[config.mk]
export PLATFORM = sky130hd
export DESIGN_NAME = camera_init_sequencer
export DESIGN_NICKNAME = d
export VERILOG_FILES = /design/src/rtl/camera_init_sequencer.sv
export SDC_FILE = /design/constraint.sdc
export NUM_CORES = 1
export LEC_CHECK = 0
export ABC_AREA = 1
export CAP_MARGIN = 20
export CORE_MARGIN = 2
export CORE_UTILIZATION = 33
export DETAILED_ROUTE_END_ITERATION = 16
export PLACE_DENSITY = 0.62
export SYNTH_ARGS = -nofsm -noshare
export SYNTH_HDL_FRONTEND = slang
export SYNTH_SLANG_ARGS = --single-unit
[constraint.sdc]
create_clock -name clk_camera -period 2 [get_ports clk_camera]
set_input_delay 0.4 -clock clk_camera [delete_from_list [all_inputs] [get_ports clk_camera]]
set_output_delay 0.4 -clock clk_camera [all_outputs]
set_load 0.01 [all_outputs]
[src/rtl/camera_init_sequencer.sv]
// Camera power-up sequencer: drives PWDN/RESET pins, requests the register load from the
// configurator, watches I2C activity for completion, retries on timeout, reports status.
module camera_init_sequencer #(
  parameter int unsigned PWDN_CYCLES    = 2_000_000,
  parameter int unsigned RESET_CYCLES   = 2_000_000,
  parameter int unsigned SETTLE_CYCLES  = 4_000_000,
  parameter int unsigned QUIET_CYCLES   = 100_000,
  parameter int unsigned TIMEOUT_CYCLES = 400_000_000,
  parameter int unsigned MAX_RETRIES    = 3,
  parameter bit          AUTO_START     = 1'b1
) (
  input  logic                               clk_camera,
  input  logic                               sys_rst_camera,
  input  logic                               start,
  output logic                               cam_pwdn,
  output logic                               cam_reset_n,
  output logic                               cr_init_valid,
  input  logic                               cr_init_ready,
  input  logic                               bus_active,
  output logic                               cam_ready,
  output logic                               cfg_error,
  output logic [$clog2(MAX_RETRIES+1)-1:0]   retry_count
);

  localparam int unsigned Max01 = (PWDN_CYCLES > RESET_CYCLES) ? PWDN_CYCLES : RESET_CYCLES;
  localparam int unsigned Max23 = (SETTLE_CYCLES > QUIET_CYCLES) ? SETTLE_CYCLES : QUIET_CYCLES;
  localparam int unsigned PhaseMax = (Max01 > Max23) ? Max01 : Max23;
  localparam int unsigned PW = $clog2(PhaseMax + 1);
  localparam int unsigned TW = $clog2(TIMEOUT_CYCLES + 1);
  localparam int unsigned RW = $clog2(MAX_RETRIES + 1);

  localparam logic [PW-1:0] PwdnLast   = PW'(PWDN_CYCLES - 1);
  localparam logic [PW-1:0] ResetLast  = PW'(RESET_CYCLES - 1);
  localparam logic [PW-1:0] SettleLast = PW'(SETTLE_CYCLES - 1);
  localparam logic [PW-1:0] QuietLast  = PW'(QUIET_CYCLES - 1);
  localparam logic [TW-1:0] ToLast     = TW'(TIMEOUT_CYCLES - 1);
  localparam logic [RW-1:0] RetryMax   = RW'(MAX_RETRIES);

  typedef enum logic [2:0] {
    StIdle, StPwdn, StRst, StSettle, StReq, StRun, StDone, StFail
  } state_e;

  state_e        state_q;
  logic [PW-1:0] phase_q;
  logic [TW-1:0] to_q;
  logic [RW-1:0] retry_q;
  logic          seen_q, auto_q;
  logic          pwdn_q, reset_n_q, valid_q, ready_q, error_q;

  always_ff @(posedge clk_camera or posedge sys_rst_camera) begin
    if (sys_rst_camera) begin
      state_q   <= StIdle;
      phase_q   <= '0;
      to_q      <= '0;
      retry_q   <= '0;
      seen_q    <= 1'b0;
      auto_q    <= AUTO_START;
      pwdn_q    <= 1'b1;
      reset_n_q <= 1'b0;
      valid_q   <= 1'b0;
      ready_q   <= 1'b0;
      error_q   <= 1'b0;
    end else begin
      unique case (state_q)
        StIdle: begin
          if (start || auto_q) begin
            auto_q  <= 1'b0;
            state_q <= StPwdn;
            phase_q <= '0;
          end
        end
        StPwdn: begin
          if (phase_q == PwdnLast) begin
            state_q <= StRst;
            phase_q <= '0;
            pwdn_q  <= 1'b0;
          end else begin
            phase_q <= phase_q + PW'(1);
          end
        end
        StRst: begin
          if (phase_q == ResetLast) begin
            state_q   <= StSettle;
            phase_q   <= '0;
            reset_n_q <= 1'b1;
          end else begin
            phase_q <= phase_q + PW'(1);
          end
        end
        StSettle: begin
          if (phase_q == SettleLast) begin
            state_q <= StReq;
            phase_q <= '0;
            to_q    <= '0;
            valid_q <= 1'b1;
          end else begin
            phase_q <= phase_q + PW'(1);
          end
        end
        StReq, StRun: begin
          // Timeout wins over a transfer or quiet completion on the same cycle.
          if (to_q == ToLast) begin
            valid_q   <= 1'b0;
            pwdn_q    <= 1'b1;
            reset_n_q <= 1'b0;
            phase_q   <= '0;
            if (retry_q < RetryMax) begin
              retry_q <= retry_q + RW'(1);
              state_q <= StPwdn;
            end else begin
              error_q <= 1'b1;
              state_q <= StFail;
            end
          end else begin
            to_q <= to_q + TW'(1);
            if (state_q == StReq) begin
              if (cr_init_ready) begin
                valid_q <= 1'b0;
                seen_q  <= 1'b0;
                phase_q <= '0;
                state_q <= StRun;
              end
            end else if (bus_active) begin
              seen_q  <= 1'b1;
              phase_q <= '0;
            end else if (seen_q) begin
              if (phase_q == QuietLast) begin
                ready_q   <= 1'b1;
                pwdn_q    <= 1'b0;
                reset_n_q <= 1'b1;
                state_q   <= StDone;
              end else begin
                phase_q <= phase_q + PW'(1);
              end
            end
          end
        end
        StDone, StFail: begin
          if (start) begin
            ready_q   <= 1'b0;
            error_q   <= 1'b0;
            retry_q   <= '0;
            pwdn_q    <= 1'b1;
            reset_n_q <= 1'b0;
            phase_q   <= '0;
            state_q   <= StPwdn;
          end
        end
      endcase
    end
  end

  assign cam_pwdn      = pwdn_q;
  assign cam_reset_n   = reset_n_q;
  assign cr_init_valid = valid_q;
  assign cam_ready     = ready_q;
  assign cfg_error     = error_q;
  assign retry_count   = retry_q;

endmodule

-- Word-level counts from Yosys, hierarchy flattened
Cells that the tools add are included.
- bits of input ports: 5
- logic and storage cells: 133
- register bits: 63
- output and inout bits: 7
- eq/ne operators: 37
- order comparisons: 1
- add/sub/neg operators: 3
- bitwise logic cells: 1
- reduce and logical (&&, ||, !) cells: 21
- multiplexer cells: 59
- operators by type and width (kind ; count):
    22-bit two-way mux ; 10
    22-bit one-hot mux with 5 select lines ; 1
    29-bit two-way mux ; 2
    29-bit one-hot mux with 2 select lines ; 1
    3-bit two-way mux ; 12
    29-bit by 1-bit adder with 29-bit output (second input constant) ; 1
    29-bit equality test (second input constant) ; 1
    2-bit inequality test (second input constant) ; 14
    1-bit two-way mux ; 23
    22-bit by 1-bit adder with 22-bit output (second input constant) ; 1
    22-bit by 17-bit equality test with 1-bit output (second input constant) ; 1
    22-bit by 21-bit equality test with 1-bit output (second input constant) ; 1
    22-bit equality test (second input constant) ; 1
    7-bit AND reduction ; 3
    3-bit inequality test (second input constant) ; 6
    3-bit one-hot mux with 6 select lines ; 1
    4-bit inequality test (second input constant) ; 4
    4-bit AND reduction ; 4
    3-bit equality test (second input constant) ; 4
    5-bit inequality test (second input constant) ; 2
    9-bit AND reduction ; 1
    3-bit by 2-bit equality test with 1-bit output (second input constant) ; 2
    2-bit two-way mux ; 3
    1-bit one-hot mux with 2 select lines ; 3
    other kinds (14) ; 20

-- Logic depth before layout (Yosys ltp)
Gate-level depths: netlist (run 1).
- depth after elaboration: 7
- depth in mapped cells: 13
- gate-level depth less buffers: 12

-- Worst setup path before layout (run 1)
Ideal clock, no wire load.
- path kind: register to register
- from: register to_q[0]
- to: register phase_q[13]
- stages on the path, launching flop included: 14
- path slack: 0.253 ns
- path buffers: 1
- required time: 1.883 ns
- setup time: 0.117 ns
- arrival time: 1.630 ns
- period minus slack after synthesis: 1.747 ns
- cells stage by stage: dfrtp_1 ha_1 inv_2 nor2_4 nand2_4 nor2_4 nand2_4 nand3_4 nand2_4 nor2_8 inv_4 buf_6 nand2_1 nand2_1
- cells in the longest elaborated chain, start to end: 3
- elaborated cells on any way between the ends: 7
- classes of those cells: 4 x eq/ne; 2 x mux; 1 x reduce/logical
- RTL lines (element ; RTL line ; RTL):
    start, declared ; 45 ; logic [TW-1:0] to_q;
    start signal, assigned ; 115 ; to_q <= to_q + TW'(1);
    29-bit equality test * ; 102 ; if (to_q == ToLast) begin
    5-bit inequality test (no source line) (tied with other cells) ; -- ;
    5-bit AND reduction (no source line) / 22-bit one-hot mux with 5 select lines (equally long branches) ; -- ;
    end signal, assigned ; 87 ; phase_q <= phase_q + PW'(1);
    end signal, assigned ; 97 ; phase_q <= phase_q + PW'(1);
    end signal, assigned ; 133 ; phase_q <= phase_q + PW'(1);
    end, declared ; 44 ; logic [PW-1:0] phase_q;
Mark *: on every way between the ends. The rest lies on a longest branch, timed or not.
A chain may end at the register's enable or synchronous reset.

-- Worst setup path in the final report (run 1)
- from: register phase_q[0]
- to: register reset_n_q, in the netlist cam_reset_n
- cells in the longest elaborated chain, start to end: 3
- elaborated cells on any way between the ends: 5
- classes of those cells: 4 x eq/ne; 1 x reduce/logical
- RTL lines (element ; RTL line ; RTL):
    start signal, assigned ; 78 ; phase_q <= phase_q + PW'(1);
    start signal, assigned ; 87 ;
    start signal, assigned ; 97 ;
    22-bit by 17-bit equality test with 1-bit output / 22-bit by 21-bit equality test with 1-bit output (equally long branches) ; 127, 82 ;
    3-bit inequality test (no source line) / 2-bit inequality test (equally long branches) ; -- ;
    7-bit AND reduction (no source line) * ; -- ;
    end signal, assigned ; 105 ; reset_n_q <= 1'b0;
    end signal, assigned ; 130 ; reset_n_q <= 1'b1;
    end signal, assigned ; 144 ; reset_n_q <= 1'b0;
    end, declared ; 48 ; logic pwdn_q, reset_n_q, valid_q, ready_q, error_q;
Marks and branches as above.

==> out/metrics.cfg, run 1 <==
[logic_synthesis]
yosys-top-cells-area=dfrtp_1 33%, nand2_1 18%, nand3_1 8.8%
syn-cell-area_um2=4590
syn-num-nets=703
synth-simple-area-share_pct=44.5
synthAdderAreaFrac_pct=0.818
synth_top_family_by_area=simple AND/OR/NAND/NOR gates
syn_inst=695
synth_top_area_cell=dfrtp_1
ys_ff_latch=63
synth_compound_area_share_pct=5.16
seq_area_frac_synth_pct=34.4
synth_top_area_share_pct=33.3
synth_cell_type_count=40
synth_edf_count=0
synthXorXnorAreaFrac_pct=5.35
muxShareOfSynthArea_pct=0.245
syn_avg_cell_area_um2=6.60
yosysWarnings=0
synth_flop_cell=dfrtp_1
synth.cells.most_frequent=220 x nand2_1, 98 x nor2_1, 81 x nand3_1
async_reset_ff_share_pct=100
yosysMostFrequentCell=nand2_1

[place]
hpwl_um=8630
place_inst=905
gp_congestion=0.904
portBuffers=11

[timing]
clock_skew_ns=0.00599
timing_hold_violations_final=0
worstMarginPinSlew_ns=0.442
max_slew_margin_pct=70.2
final_min_period_over_clock_period_pct=92.8
rsz0062_at_grt=yes
slew_violations=0
period_needed_ns=1.86
setup_tns_ns=0
setup_viol=0
timing.fmax_mhz=539
whs_ns=0.456

[global_routing]
grt_usage_pct=16.7
antenna_found_initial=0
grt_pass1_wl_um=19700
grt_pass1_vias=4067
grt_max_degree=64
grt_remaining_overflow=0

[cts]
cts_hold_buf=0
cts_tree=done
postCtsSetupRepairBufs=0
clk_pin_slew_ns=0.05
cts.sinks=63
ctsRootBufferMaster=clkbuf_16
clockBufferDepth=2
cts_made_buffers=9
ctsHtreeMaxLevel=3
insertion_delay_ns=0.33

[worst_setup_path]
end_kind=flop
r2r_setup_slack_ns=0.14
max_stage_delay_ns=0.35
timing.rr.end=cam_reset_n
worst_setup_path_start_kind=flop
cp_slowest_cell=dfrtp_1
worstRegToRegCells=13
critical_path_class=flop to flop
critPathMaxFanout=3
r2r_start=phase_q[0]
worstPathCellList=ha_1 -> nand2_1 -> inv_2 -> nand2_1 -> buf_4 -> nor3_1 -> nand3_1 -> nand2_1 -> nand2_1 -> nor2_1 -> nand2_1 -> nand2_1 -> nand2_1
crit_top_cell=nand2_1
arrival_ns=2.08
critPathRequiredTime_ns=2.22

[finish]
multi_input_area_um2=2610
seq_area_um2=1580
fin_nets=745
drive_above_1_share_pct=12.7
diodes=0
final_cells=922
synthToLayoutAreaGrowth_pct=18.4
num-fill-cells=1469

[detailed_routing]
ant_nets=0
drc=0
drt-wirelength-per-cell_um=12.8
drt_pass1_iterations=5
via_per_inst=4.83
routed_wl_um=11800
first_iter_violations=349
vias=4450

[min_path]
min_path_cells=2
whs_endpoint=auto_q
hold_class=flop to flop
min_from=auto_q

[die]
ios=12
placementRows=43
die_h_um=122
initial_core_util_pct=33.4
die_area_um2=14900
die_x_um=122
coreArea_um2=13700

[outcome]
status=completed

[flow_run]
cap_violations=0

[power_and_ir_drop]
peakVddDrop_mv=1.08
power.leakage_uw=0.00259
power_density_nw_per_um2=1010

-- metal layers --
layer	vias up	GRT usage [%]	share of wire (%)
met4	0	5.10	1.5
met2	88	27.0	46
met1	2056	23.0	49
li1	2293	-	-
met5	-	0	0
met3	13	2.62	3.4
-- final cells by class --
| class | instances | share of cell area (%) |
|---|---|---|
| multi-input cells | 536 | 48.0 |
| flip-flops and latches | 63 | 29.1 |
| repair buffers | 50 | 7.95 |
| inverters | 77 | 5.44 |
| clock buffers | 12 | 4.54 |
| well taps | 180 | 4.15 |
| clock inverters | 4 | 0.829 |
-- worst max-delay path: cells and delay by family (launching register included) --
kind / cells / cell delay [ns]
simple gates: 10 / 1.01
buf+inv: 2 / 0.23
flops: 1 / 0.35
fa+ha+maj: 1 / 0.17
-- metrics by stage --
step	utilization [%]	worst slack (ns)	area, um^2	total power (uW)
finish	39.6	0.143	5430	5470
global route	39.6	-0.00262	5430	5830
CTS	39.3	0.0185	5390	5420
detailed placement	37.2	0.00972	5100	3850
global placement	37.2	0.0355	5100	3850
floorplan	-	0.0336	4590	3190
-- sequential cells by signal, summed over array words and instances, names as in the netlist --
name,count
auto_q,1
seen_q,1
retry_count,2
cam_reset_n,1
cr_init_valid,1
phase_q,22
cfg_error,1
state_q,3
cam_ready,1
cam_pwdn,1
to_q,29
-- cells by family (layout without fill, tap and decap cells) --
group | after synthesis | after routing
buffers and inverters | 97 | 143
XOR/XNOR | 28 | 28
adder cells (fa/ha/maj) | 3 | 3
AO/OA/AOI/OAI | 43 | 43
flip-flops | 63 | 63
multiplexers | 1 | 1
AND/OR/NAND/NOR | 460 | 461
-- power breakdown --
group / switching (uW) / internal (uW) / total [uW]
registers: 117 / 1440 / 1560
clock network: 554 / 992 / 1550
logic: 1530 / 840 / 2370
total: 2200 / 3280 / 5470
-- placed cells by master, fill, tap and decap left out, types with 2 or more instances in the layout --
cell and count:
o22ai_1 7, dfrtp_1 61, xor2_1 25, nor3_1 20, clkbuf_1 2, clkinv_2 4
nand2_4 5, nor2_1 94, ha_1 3, nor2_4 8, o21ai_0 12, nand3_2 3
and2_1 2, nor2_2 6, inv_1 68, dfstp_2 2, clkdlybuf4s50_1 11, nand2_2 4
buf_12 2, a21oi_1 7, nand4_1 12, a21o_1 3, buf_4 36, inv_2 6
xnor2_1 3, nand3_1 80, nand2_1 220, o21ai_1 12, clkbuf_16 9
-- how the worst max path moves through the flow --
stage	start	to	slack [ns]	cells past startpoint
2_1_floorplan	sys_rst_camera	cam_ready	0.03	1
3_3_place_gp	phase_q[19]	to_q[8]	0.04	8
3_5_place_dp	phase_q[0]	to_q[8]	0.01	11
4_1_cts	phase_q[0]	to_q[8]	0.02	11
5_1_grt	to_q[1]	phase_q[0]	-0.003	12
6_report	phase_q[0]	cam_reset_n	0.14	13
-- repair_timing --
item,4_1_cts,5_1_grt
pin swaps,1,1
cloned,0,1
resized for setup,0,11
endpoints found under the setup margin,1,53
No activity file was read; power rests on OpenSTA's default activity.
==> run 2: changes to the inputs <==
--- a/config.mk
+++ b/config.mk
@@ -10,6 +10,7 @@
 export CORE_MARGIN = 2
 export CORE_UTILIZATION = 33
 export DETAILED_ROUTE_END_ITERATION = 16
+export GPL_ROUTABILITY_DRIVEN = 0
 export PLACE_DENSITY = 0.62
 export SYNTH_ARGS = -nofsm -noshare
 export SYNTH_HDL_FRONTEND = slang
==> results of run 2 <==
No change in the layout: final DEF, timing and power equal those of run 1.
==> run 3: changes to the inputs <==
--- a/config.mk
+++ b/config.mk
@@ -7,7 +7,6 @@
 export LEC_CHECK = 0
 export ABC_AREA = 1
 export CAP_MARGIN = 20
-export CORE_MARGIN = 2
 export CORE_UTILIZATION = 33
 export DETAILED_ROUTE_END_ITERATION = 16
 export GPL_ROUTABILITY_DRIVEN = 0
==> run 3 against run 2 <==
Clock power up 3%. Critical path depth decreased by 2. Register-to-register slack improved by 0.02 ns. Sequential share of layout area rose by 0.29 points. Worst hold slack worse by 0.054 ns. Global-route usage rose by 1.6 points. Largest power group unchanged. Highest routed layer unchanged.
==> out/metrics.cfg, run 3 (synthesis gave the netlist of run 1 again) <==
[die]
coreArea_um2=13400  ; -2.3%
die_x_um=120  ; -1.6%
die_area_um2=14400  ; -3.3%
placementRows=42  ; -2.3%
die_h_um=120  ; -1.6%
ios=12  ; unchanged
initial_core_util_pct=34.2  ; +0.80 points

[power_and_ir_drop]
clock_power_share_pct=29.1  ; +0.9 points
totalPowerFinal_uw=5470  ; about the same
power_frac_comb_pct=41.7  ; -1.5 points
p_switching_uw=2250  ; +2.5%
switching_share_pct=41.2  ; +1.0 points
peakVddDrop_mv=0.722  ; -33%
power.leakage_uw=0.00254  ; -2.0%
seqPwrFrac_pct=29.2  ; +0.7 points
power_density_nw_per_um2=1020  ; +0.91%
p_int_uw=3220  ; -1.8%

[worst_setup_path]
max_stage_delay_ns=0.42  ; +0.07 ns
worst_setup_path_start_kind=flop
worstPathCellList=inv_1 -> nand2_1 -> nor2_1 -> nand2_1 -> nor2_4 -> nand2_4 -> nand2_1 -> nand2_1 -> nor2_1 -> nor2_1 -> a21oi_1
end_kind=flop
arrival_ns=2.11  ; +0.03 ns
critPathRequiredTime_ns=2.27  ; +0.05 ns
crit_top_cell=nand2_1
critPathMaxFanout=9  ; +6
critical_path_class=flop to flop
cp_slowest_cell=dfrtp_1

[outcome]
status=completed

[timing]
period_needed_ns=1.84  ; -0.0164 ns
setup_viol=0  ; unchanged
max_slew_margin_pct=71.5  ; +1.3 points
worstMarginPinSlew_ns=0.423  ; -0.0191 ns
rsz0062_at_grt=yes
final_min_period_over_clock_period_pct=92.0  ; -0.82 points
slew_violations=0  ; unchanged
whs_ns=0.402  ; -0.0540 ns
timing.fmax_mhz=543  ; +0.89%
clock_skew_ns=0.00580  ; -0.000190 ns
timing_hold_violations_final=0  ; unchanged

[cts]
clk_pin_slew_ns=0.06  ; about the same
cts.sinks=63  ; unchanged
insertion_delay_ns=0.34  ; about the same
ctsHtreeMaxLevel=3  ; unchanged
cts_made_buffers=9  ; unchanged
cts_hold_buf=0  ; unchanged
ctsRootBufferMaster=clkbuf_16
clockBufferDepth=2  ; unchanged
cts_tree=done

[global_routing]
grt_remaining_overflow=0  ; unchanged
grt_pass1_wl_um=20800  ; +5.6%
grt_pass1_vias=4269  ; +5.0%
antenna_found_initial=0  ; unchanged
grt_max_degree=23  ; -64%
grt_usage_pct=18.3  ; +1.6 points

[finish]
drive_above_1_share_pct=12.0  ; -0.66 points
multi_input_area_um2=2610  ; -0.19%
num-fill-cells=1419  ; -3.4%
synthToLayoutAreaGrowth_pct=17.3
layout_commonest_cell=nand2_1
top_register=to_q
final_cell_mix=219 x nand2_1, 95 x nor2_1, 80 x nand3_1, 69 x inv_1, 61 x dfrtp_1
largest_reg_flops=29  ; unchanged
seq_area_um2=1580  ; unchanged
diodes=0  ; unchanged
utilization_pct=40.1  ; +0.54 points
reg.largest.list=to_q: 29 flops, phase_q: 22 flops, state_q: 3 flops
fin_nets=736  ; -1.2%

[flow_run]
cap_violations=0  ; unchanged

[detailed_routing]
first_iter_violations=338  ; -3.2%
drt_pass1_iterations=5  ; unchanged
ant_nets=0  ; unchanged
vias=4396  ; -1.2%
drc=0  ; unchanged
routed_wl_um=12200  ; +3.4%
via_per_inst=4.84  ; +0.20%
drt-wirelength-per-cell_um=13.4  ; +4.9%

[min_path]
hold_class=input port to asynchronous set/reset pin

[place]
portBuffers=11  ; unchanged
hpwl_um=9170  ; +6.3%

## run 3: cell count changes in the layout (fill, tap and decap cells not counted), sizes merged
cell | previous run | this run
buf | 39 | 31
clkinvlp | 0 | 4
clkbuf | 12 | 9
clkinv | 5 | 4
nor2 | 109 | 108
## run 3: layout make-up
type | count | share of cell area [%]
Timing Repair Buffer | 42 | 7.07
Clock buffer | 9 | 4.19
Sequential cell | 63 | 29.4
Clock inverter | 7 | 1.37
Multi-Input combinational cell | 535 | 48.4
Tap cell | 176 | 4.09
Inverter | 77 | 5.49
## run 3: what timing repair did
| item | in CTS | in global routing |
|---|---|---|
| gates resized for setup | 0 | 10 |
| setup endpoints to repair | 0 | 52 |
| buffers inserted | 0 | 1 |
## run 3: path summary, 6_finish.rpt
kind	start	endpoint	slack [ns]	depth (start not counted)
worst max register to register	to_q[14]	cfg_error	0.16	11
max in group asynchronous	sys_rst_camera	cam_pwdn	1.07	3
worst min-delay path	sys_rst_camera	to_q[0]	0.40	2
worst min register to register	auto_q	auto_q	0.46	2
worst max-delay path	to_q[14]	cfg_error	0.16	11
min in group clk_camera	auto_q	auto_q	0.46	2
## run 3: power groups by stage
stage	Sequential [uW]	Combinational, uW	Clock (uW)
finish	1600	2280	1590
global route	1620	2530	1680
CTS	1590	2240	1630
detailed placement	1620	2220	0
global placement	1620	2230	0
floorplan	1590	1600	0
## run 3: critical path, delay by kind of cell, from the launching register on
| family | cells | cell delay (ns) |
|---|---|---|
| simple gates | 9 | 1.13 |
| flops | 1 | 0.42 |
| buf+inv | 1 | 0.11 |
| compound gates | 1 | 0.11 |
## run 3: metrics by stage
stage	setup TNS, ns	cell area [um^2]	setup slack, ns	cells
floorplan	0	4590	0.0336	695
global placement	0	5040	0.136	892
detailed placement	0	5040	0.121	892
CTS	0	5340	0.109	908
finish	0	5380	0.159	909
global route	-0.0436	5380	-0.0159	909
## run 3: per-layer routing
layer / routed length [um] / vias up / track usage (%)
li1: - / 2272 / -
met1: 5700 / 2016 / 24.0
met2: 5710 / 91 / 30.2
met3: 586 / 17 / 2.95
met4: 229 / 0 / 7.19
met5: 0 / - / 0
